<file path="config.mk">
export PLATFORM = sky130hd
export DESIGN_NAME = act_dma_2d
export DESIGN_NICKNAME = d
export VERILOG_FILES = /design/src/rtl/dma_pkg.sv /design/src/rtl/act_dma_2d_burst_planner.sv /design/src/rtl/act_dma_2d.sv
export SDC_FILE = /design/constraint.sdc
export NUM_CORES = 1
export LEC_CHECK = 0
export CORE_MARGIN = 2
export CORE_UTILIZATION = 54
export CTS_CLUSTER_SIZE = 16
export DETAILED_ROUTE_END_ITERATION = 10
export HOLD_SLACK_MARGIN = 0.1
export PLACE_DENSITY = 0.93
export SLEW_MARGIN = 40
export SYNTH_ARGS = -nofsm -noshare
export SYNTH_HDL_FRONTEND = slang
export SYNTH_SLANG_ARGS = --single-unit
</file>
<file path="constraint.sdc">
create_clock -name clk -period 7.48 [get_ports clk]
set_clock_uncertainty 0.15 [all_clocks]
set_input_delay 0.748 -clock clk [delete_from_list [all_inputs] [get_ports clk]]
set_output_delay 0.748 -clock clk [all_outputs]
set_load 0.03 [all_outputs]
</file>
<file path="src/rtl/dma_pkg.sv">
// dma_pkg: shared AXI encodings, FSM state type and burst-size helper for the activation DMA.
`default_nettype none

package dma_pkg;

  localparam logic [1:0] AXI_BURST_INCR = 2'b01;
  localparam logic [1:0] AXI_RESP_OKAY  = 2'b00;

  typedef enum logic [1:0] {
    IDLE  = 2'd0,
    RUN   = 2'd1,
    DRAIN = 2'd2,
    DONE  = 2'd3
  } state_t;

  // AXI arsize encoding: log2 of the beat width in bytes.
  function automatic logic [2:0] axi_size(input int unsigned nbytes);
    logic [2:0] s;
    s = 3'd0;
    for (int i = 0; i < 8; i++) begin
      if ((32'd1 << i) == nbytes) s = 3'(i);
    end
    return s;
  endfunction

endpackage

`default_nettype wire

</file>
<file path="src/rtl/act_dma_2d_burst_planner.sv">
// act_dma_2d_burst_planner: walks the 2-D tile row by row and presents the next AR burst,
// clipped to the burst cap, the remaining row beats and the next 4 KB page boundary.
`default_nettype none

module act_dma_2d_burst_planner
  import dma_pkg::*;
#(
  parameter int AXI_ADDR_W      = 32,
  parameter int BYTES           = 8,
  parameter int MAX_BURST_BEATS = 16
) (
  input  logic                  clk,
  input  logic                  rst_n,
  input  logic                  load_i,
  input  logic [AXI_ADDR_W-1:0] src_addr_i,
  input  logic [31:0]           row_bytes_i,
  input  logic [15:0]           row_count_i,
  input  logic [31:0]           row_stride_i,
  input  logic                  adv_i,
  output logic [AXI_ADDR_W-1:0] araddr_o,
  output logic [7:0]            arlen_o,
  output logic                  last_burst_o
);

  localparam int LOG2B = $clog2(BYTES);

  logic [AXI_ADDR_W-1:0] addr_q, row_base_q, stride_q;
  logic [31:0]           beats_left_q, row_beats_q;
  logic [15:0]           rows_left_q;

  logic [12:0]           page_beats;
  logic [31:0]           burst;
  logic                  row_end;
  logic [AXI_ADDR_W-1:0] step, next_base;

  assign page_beats = (13'd4096 - {1'b0, addr_q[11:0]}) >> LOG2B;

  always_comb begin
    burst = beats_left_q;
    if ({19'd0, page_beats} < burst)      burst = {19'd0, page_beats};
    if (32'(MAX_BURST_BEATS) < burst)     burst = 32'(MAX_BURST_BEATS);
  end

  assign row_end      = (beats_left_q == burst);
  assign last_burst_o = row_end && (rows_left_q == 16'd1);
  // beats_left is zero outside a transfer, so arlen rests at 0 rather than wrapping.
  assign arlen_o      = (burst == 32'd0) ? 8'd0 : 8'(burst - 32'd1);
  assign araddr_o     = addr_q;
  assign step         = AXI_ADDR_W'(burst << LOG2B);
  assign next_base    = row_base_q + stride_q;

  always_ff @(posedge clk or negedge rst_n) begin
    if (!rst_n) begin
      addr_q       <= '0;
      row_base_q   <= '0;
      stride_q     <= '0;
      beats_left_q <= '0;
      row_beats_q  <= '0;
      rows_left_q  <= '0;
    end else if (load_i) begin
      addr_q       <= src_addr_i;
      row_base_q   <= src_addr_i;
      stride_q     <= AXI_ADDR_W'(row_stride_i);
      beats_left_q <= row_bytes_i >> LOG2B;
      row_beats_q  <= row_bytes_i >> LOG2B;
      rows_left_q  <= row_count_i;
    end else if (adv_i) begin
      if (row_end) begin
        rows_left_q  <= rows_left_q - 16'd1;
        row_base_q   <= next_base;
        addr_q       <= next_base;
        beats_left_q <= (rows_left_q == 16'd1) ? 32'd0 : row_beats_q;
      end else begin
        addr_q       <= addr_q + step;
        beats_left_q <= beats_left_q - burst;
      end
    end
  end

endmodule

`default_nettype wire

</file>
<file path="src/rtl/act_dma_2d.sv">
// act_dma_2d: AXI4 read engine moving a 2-D activation tile into act_buffer, with abort and drain-on-error.
// Optional perf counters enabled by defining ACT_DMA_2D_PERF_EN.
`default_nettype none

module act_dma_2d
  import dma_pkg::*;
#(
  parameter int AXI_ADDR_W      = 32,
  parameter int AXI_DATA_W      = 64,
  parameter int AXI_ID_W        = 4,
  parameter int STREAM_ID       = 1,
  parameter int MAX_BURST_BEATS = 16,
  parameter int MAX_OUTSTANDING = 4,
  parameter int BUF_ADDR_W      = 16
) (
  input  logic                  clk,
  input  logic                  rst_n,
  input  logic                  start,
  input  logic                  abort,
  input  logic [AXI_ADDR_W-1:0] src_addr,
  input  logic [31:0]           row_bytes,
  input  logic [15:0]           row_count,
  input  logic [31:0]           row_stride,
  output logic                  done,
  output logic                  busy,
  output logic                  error,
  output logic [1:0]            err_resp,
  output logic [AXI_ID_W-1:0]   m_axi_arid,
  output logic [AXI_ADDR_W-1:0] m_axi_araddr,
  output logic [7:0]            m_axi_arlen,
  output logic [2:0]            m_axi_arsize,
  output logic [1:0]            m_axi_arburst,
  output logic                  m_axi_arvalid,
  input  logic                  m_axi_arready,
  input  logic [AXI_ID_W-1:0]   m_axi_rid,
  input  logic [AXI_DATA_W-1:0] m_axi_rdata,
  input  logic [1:0]            m_axi_rresp,
  input  logic                  m_axi_rlast,
  input  logic                  m_axi_rvalid,
  output logic                  m_axi_rready,
  output logic                  buf_we,
  output logic [BUF_ADDR_W-1:0] buf_addr,
  output logic [AXI_DATA_W-1:0] buf_wdata
`ifdef ACT_DMA_2D_PERF_EN
  ,
  output logic [31:0]           perf_busy_cycles,
  output logic [31:0]           perf_beats
`endif
);

  localparam int BYTES = AXI_DATA_W / 8;

  state_t                state_q, state_d;
  logic [3:0]            outst_q;
  logic                  all_issued_q, error_q, buf_we_q;
  logic [1:0]            err_resp_q;
  logic [BUF_ADDR_W-1:0] buf_addr_q, wr_ptr_q;
  logic [AXI_DATA_W-1:0] buf_wdata_q;

  logic start_acc, cfg_ok, ar_ok, ar_hs, r_hs, r_bad, r_wr, last_burst;
  logic unused_rid;

  assign unused_rid = ^m_axi_rid;
  assign cfg_ok     = (row_bytes != 32'd0) && (row_count != 16'd0);
  assign start_acc  = (state_q == IDLE) && start;
  assign ar_ok      = (state_q == RUN) && !all_issued_q && (outst_q < 4'(MAX_OUTSTANDING));
  assign ar_hs      = ar_ok && m_axi_arready;
  assign r_hs       = m_axi_rvalid && m_axi_rready;
  assign r_bad      = r_hs && (m_axi_rresp != AXI_RESP_OKAY);
  assign r_wr       = r_hs && (state_q == RUN) && (m_axi_rresp == AXI_RESP_OKAY);

  act_dma_2d_burst_planner #(
    .AXI_ADDR_W      (AXI_ADDR_W),
    .BYTES           (BYTES),
    .MAX_BURST_BEATS (MAX_BURST_BEATS)
  ) u_planner (
    .clk          (clk),
    .rst_n        (rst_n),
    .load_i       (start_acc),
    .src_addr_i   (src_addr),
    .row_bytes_i  (row_bytes),
    .row_count_i  (row_count),
    .row_stride_i (row_stride),
    .adv_i        (ar_hs),
    .araddr_o     (m_axi_araddr),
    .arlen_o      (m_axi_arlen),
    .last_burst_o (last_burst)
  );

  always_comb begin
    state_d = state_q;
    case (state_q)
      IDLE:    if (start) state_d = cfg_ok ? RUN : DONE;
      RUN: begin
        if (abort || r_bad)                       state_d = DRAIN;
        else if (all_issued_q && outst_q == 4'd0) state_d = DONE;
      end
      DRAIN:   if (outst_q == 4'd0) state_d = DONE;
      DONE:    state_d = IDLE;
      default: state_d = IDLE;
    endcase
  end

  always_ff @(posedge clk or negedge rst_n) begin
    if (!rst_n) begin
      state_q      <= IDLE;
      outst_q      <= 4'd0;
      all_issued_q <= 1'b0;
      error_q      <= 1'b0;
      err_resp_q   <= 2'b00;
      buf_we_q     <= 1'b0;
      buf_addr_q   <= '0;
      wr_ptr_q     <= '0;
      buf_wdata_q  <= '0;
    end else begin
      state_q  <= state_d;
      buf_we_q <= 1'b0;
      case ({ar_hs, r_hs && m_axi_rlast})
        2'b10:   outst_q <= outst_q + 4'd1;
        2'b01:   outst_q <= outst_q - 4'd1;
        default: outst_q <= outst_q;
      endcase
      if (start_acc) begin
        all_issued_q <= 1'b0;
        error_q      <= 1'b0;
        err_resp_q   <= 2'b00;
        buf_addr_q   <= '0;
        wr_ptr_q     <= '0;
      end else if (ar_hs && last_burst) begin
        all_issued_q <= 1'b1;
      end
      if (r_wr) begin
        buf_we_q    <= 1'b1;
        buf_addr_q  <= wr_ptr_q;
        wr_ptr_q    <= wr_ptr_q + 1'b1;
        buf_wdata_q <= m_axi_rdata;
      end
      // Only the first bad response of a transfer is kept.
      if (r_bad && !error_q) begin
        error_q    <= 1'b1;
        err_resp_q <= m_axi_rresp;
      end
    end
  end

  assign busy          = (state_q == RUN) || (state_q == DRAIN);
  assign done          = (state_q == DONE);
  assign error         = error_q;
  assign err_resp      = err_resp_q;
  assign m_axi_arid    = AXI_ID_W'(STREAM_ID);
  assign m_axi_arsize  = axi_size(BYTES);
  assign m_axi_arburst = AXI_BURST_INCR;
  assign m_axi_arvalid = ar_ok;
  assign m_axi_rready  = busy;
  assign buf_we        = buf_we_q;
  assign buf_addr      = buf_addr_q;
  assign buf_wdata     = buf_wdata_q;

`ifdef ACT_DMA_2D_PERF_EN
  logic [31:0] perf_busy_q, perf_beats_q;

  always_ff @(posedge clk or negedge rst_n) begin
    if (!rst_n) begin
      perf_busy_q  <= 32'd0;
      perf_beats_q <= 32'd0;
    end else if (start_acc) begin
      perf_busy_q  <= 32'd0;
      perf_beats_q <= 32'd0;
    end else begin
      if (busy && perf_busy_q != 32'hFFFF_FFFF)      perf_busy_q  <= perf_busy_q + 32'd1;
      if (buf_we_q && perf_beats_q != 32'hFFFF_FFFF) perf_beats_q <= perf_beats_q + 32'd1;
    end
  end

  assign perf_busy_cycles = perf_busy_q;
  assign perf_beats       = perf_beats_q;
`endif

endmodule

`default_nettype wire
</file>
==> qor.yml <==
cp-end-kind: "output port"
gp_congestion: 1.01
postCtsSetupBuffers: 0
yosysTopAreaCell: "dfrtp_1"
synth_area_um2: 17400
worst_ir_drop_vdd_v: 0.000256
async_reset_ff_share_pct: 100
setup_repair_after_global_routing_missed_its_margin: "false"
post_drt_wl_per_cell_um: 19.7
combinational_power_share_pct: 56.1
h_tree_depth_reported_by_cts: 2
drt_pre_antenna_iters: 5
yosys.area.top_type_share_pct: 40.3
worst_hold_startpoint: "buf_wdata[12]"
tritoncts: "done"
dr.first_iter.drc_count: 1727
clkPwrFrac_pct: 16.9
synth_flop_cell: "dfrtp_1"
worst_ep_required_time_ns: 6.58
placedCellCount: 2782
die_outline_area_um2: 33700
synth.area.top_cells: "dfrtp_1 40%, nand2_1 11%, ha_1 8.1%"
area_growth_syn_to_layout_pct: 28.0
regToRegSetupSlack_ns: 0.52
port_buffers: 311
cellInternalPower_mw: 5.47
cap_viol_max_count: 0
sw_frac_of_total_pct: 45.3
ys_warn_count: 0
worstSkewPairLatency_ns: 0.52
cts_sinks: 280
count_of_different_cell_masters_after_synthesis: 79
finalSetupViolations: 0
critical_path.startpoint_type: "flip-flop"
totalWireLength_mm: 56.1
worstPathArrival_ns: 6.22
io_pins: 326
die_height_um: 183
worstPathMaxFanout: 11
post_layout_nonfiller_instances: 2847
run_status: "finished, final reports clean"
crit_path_start: "u_planner.araddr_o[0]"
vias_in_the_first_global_route: 17400
cts_buffers: 34
number_of_antenna_violating_nets_in_the_routed_design: 0
core-area_um2: 31600
post-route-worst-setup-slack_ns: 0.361
filler_cell_count_in_the_final_layout: 2338
final_nets: 2723
regToRegStartpoint: "u_planner.araddr_o[0]"
number_of_antenna_violations_at_the_first_check_in_global_routing: 4
worst_setup_path_endpoint: "m_axi_arlen[5]"
final-hold-violation-count: 0
via_per_inst: 6.09
r2r_cells: 25
wire_length_of_the_first_global_routing_pass_mm: 89.6
power_frac_seq_pct: 27.0
vias: 17300
postSynthCellCount: 2084
hold-worst-slack_ns: 0.321
max_clock_freq_mhz: 140
worstSetupPathType: "reg -> out"
power-per-cell-area_nw_per_um2: 449
timing.setup.tns_ns: 0
cts-resized-gates: 0
final_min_period_over_clock_period_pct: 95.2
min_path_type: "reg -> reg"
dp_hpwl_mm: 40.4
max-clock-path-buffers: 3
power.static_leakage_nw: 10.4
grt.total_usage_pct: 33.3
synth_area_per_cell_um2: 8.35
drv_slew: 0
layout-drive-gt1-share_pct: 4.75
post-place-ws_ns: 0.635
die_width_um: 183
clk_root_buffer_cell: "clkbuf_16"
drcViolationCount: 0
synth.ff_latch_count: 280
grt_start_max_net_pins: 159
synth-edff-count: 0
relative_slew_slack_pct: 45.3
measured_slew_at_the_worst_slew_check_pin_ns: 0.820
sequential_fraction_of_the_synthesis_area_pct: 40.3
finalCriticalPeriod_ns: 7.12
number_of_cell_rows: 65
switchingPower_mw: 4.53
clk_transition_reported_paths_ns: 0.06
grt_remaining_overflow: 0
initial_core_util_pct: 55.0
crit-reg2reg-capture: "u_planner.beats_left_q[30]"
## per-stage QoR
stage	total power, mW	area [um^2]	util (%)
finish	10.0	22300	70.3
global route	10.7	22300	70.3
CTS	9.89	22200	70.2
detailed placement	8.12	21100	66.5
global placement	7.90	21000	66.4
floorplan	6.42	17600	-
## cells in the mapped netlist (4+ instances only)
cell type  number
a221o_1         4
o21bai_1        8
nand4_1        21
o311ai_0        4
o31ai_1         8
nor2_1        118
a2111oi_0       4
nor2b_1        11
nand2_1       523
a211oi_1       14
inv_1          50
nor3_1         36
o211ai_1       16
buf_2           6
and3_1         16
xnor2_1        54
nor4_1         24
o221ai_1        5
o22ai_1        21
or3_1          10
o21ai_0       159
nand3_1        63
nand2b_1       18
and2_1          6
nand3b_1        4
or4_1           8
xor2_1         39
clkbuf_1       60
a21oi_1       145
o221a_2         6
mux2i_1        14
a22o_1         17
buf_1          18
ha_1          112
a311oi_1        8
buf_4          12
fa_1            4
dfrtp_1       280
a211o_1         5
o21a_1         33
a31oi_1        18
a21o_1         39
## final cells by class
class                   instances  area (um^2)  area share, %
multi-input cells            1713        10000           45.0
flip-flops and latches        280         7010           31.5
repair buffers                337         3380           15.2
clock buffers                  48         1010           4.56
well taps                     402          503           2.26
inverters                      52          195          0.877
clock inverters                11          124          0.557
diodes                          4         10.0         0.0450
## placed cells by master (no fill, tap or decap), types with 6 or more instances in the layout
cell,n
nand2_1,521
clkdlybuf4s50_1,310
dfrtp_1,280
o21ai_0,159
a21oi_1,145
nor2_1,115
ha_1,112
nand3_1,63
conb_1,60
xnor2_1,54
inv_1,50
xor2_1,39
a21o_1,39
nor3_1,35
clkbuf_16,35
o21a_1,33
nor4_1,24
nand4_1,21
o22ai_1,21
buf_4,20
nand2b_1,18
a31oi_1,18
a22o_1,17
o211ai_1,16
and3_1,16
mux2i_1,14
a211oi_1,14
nor2b_1,11
or3_1,10
clkbuf_8,9
or4_1,8
a311oi_1,8
o21bai_1,8
o31ai_1,8
clkinv_2,7
o221a_2,6
## worst min-delay path by stage
stage	to	slack (ns)	cells after the start
2_1_floorplan	all_issued_q	0.30	0
3_3_place_gp	buf_wdata[13]	0.31	2
3_5_place_dp	buf_wdata[12]	0.31	2
4_1_cts	buf_wdata[12]	0.33	2
5_1_grt	u_planner.row_beats_q[4]	0.34	2
6_report	buf_wdata[12]	0.32	2
## power by group through the flow
| stage | sequential, mW | clock [mW] | combinational (mW) |
|---|---|---|---|
| after detailed placement | 2.68 | 0 | 5.43 |
| after global placement | 2.66 | 0 | 5.24 |
| after CTS | 2.68 | 1.71 | 5.50 |
| final | 2.70 | 1.69 | 5.61 |
| after global routing | 2.76 | 1.77 | 6.12 |
| after floorplan | 3.05 | 0 | 3.37 |
## flip-flops by register name, summed over array words and instances (netlist names)
name                    cells
u_planner.rows_left_q      16
u_planner.row_beats_q      29
u_planner.beats_left_q     32
state_q                     2
u_planner.araddr_o         32
u_planner.row_base_q       32
outst_q                     4
err_resp                    2
wr_ptr_q                   16
u_planner.stride_q         32
buf_wdata                  64
all_issued_q                1
buf_we                      1
buf_addr                   16
error                       1
## worst max-delay path, cell delays in order (launching register included)
cell and delay (ns):
dfrtp_1 0.40, or3_4 0.47, nor4_4 0.30, nor2b_1 0.30, and2_1 0.21, xor2_1 0.23, inv_1 0.09, ha_1 0.21
or4_1 0.50, o211ai_1 0.11, a21oi_1 0.08, or3_1 0.33, o211ai_2 0.10, buf_4 0.23, mux2i_1 0.20, and2b_4 0.21
inv_1 0.05, ha_1 0.26, and3_1 0.25, nor4_1 0.16, o21ai_0 0.17, mux2i_1 0.16, clkdlybuf4s50_1 0.69
## per-layer routing
| metal | vias to the layer above | track usage, % | share of wire (%) |
|---|---|---|---|
| li1 | 7951 | - | - |
| met1 | 8256 | 41.0 | 38 |
| met2 | 930 | 54.8 | 47 |
| met3 | 193 | 7.92 | 9.6 |
| met4 | 0 | 16.4 | 4.9 |
| met5 | - | 0 | 0 |
## logic make-up after synthesis
logic type                 after synthesis  synth area share (%)
and+or+nand+nor                        877                  22.0
AOI/OAI and AO/OA                      550                  19.9
DFF                                    280                  40.3
buffers and inverters                  149                  3.56
adders and majority gates              116                  8.52
xor gates and xnor gates                93                  4.68
muxes                                   17                  1.00
other                                    2                0.0432
## timing repair
action                                  in CTS  in global routing
endpoints found under the hold margin       48                  0
endpoints found under the setup margin       0                  0
hold buffers                                 1                  0
No activity file was read; power rests on OpenSTA's default activity.
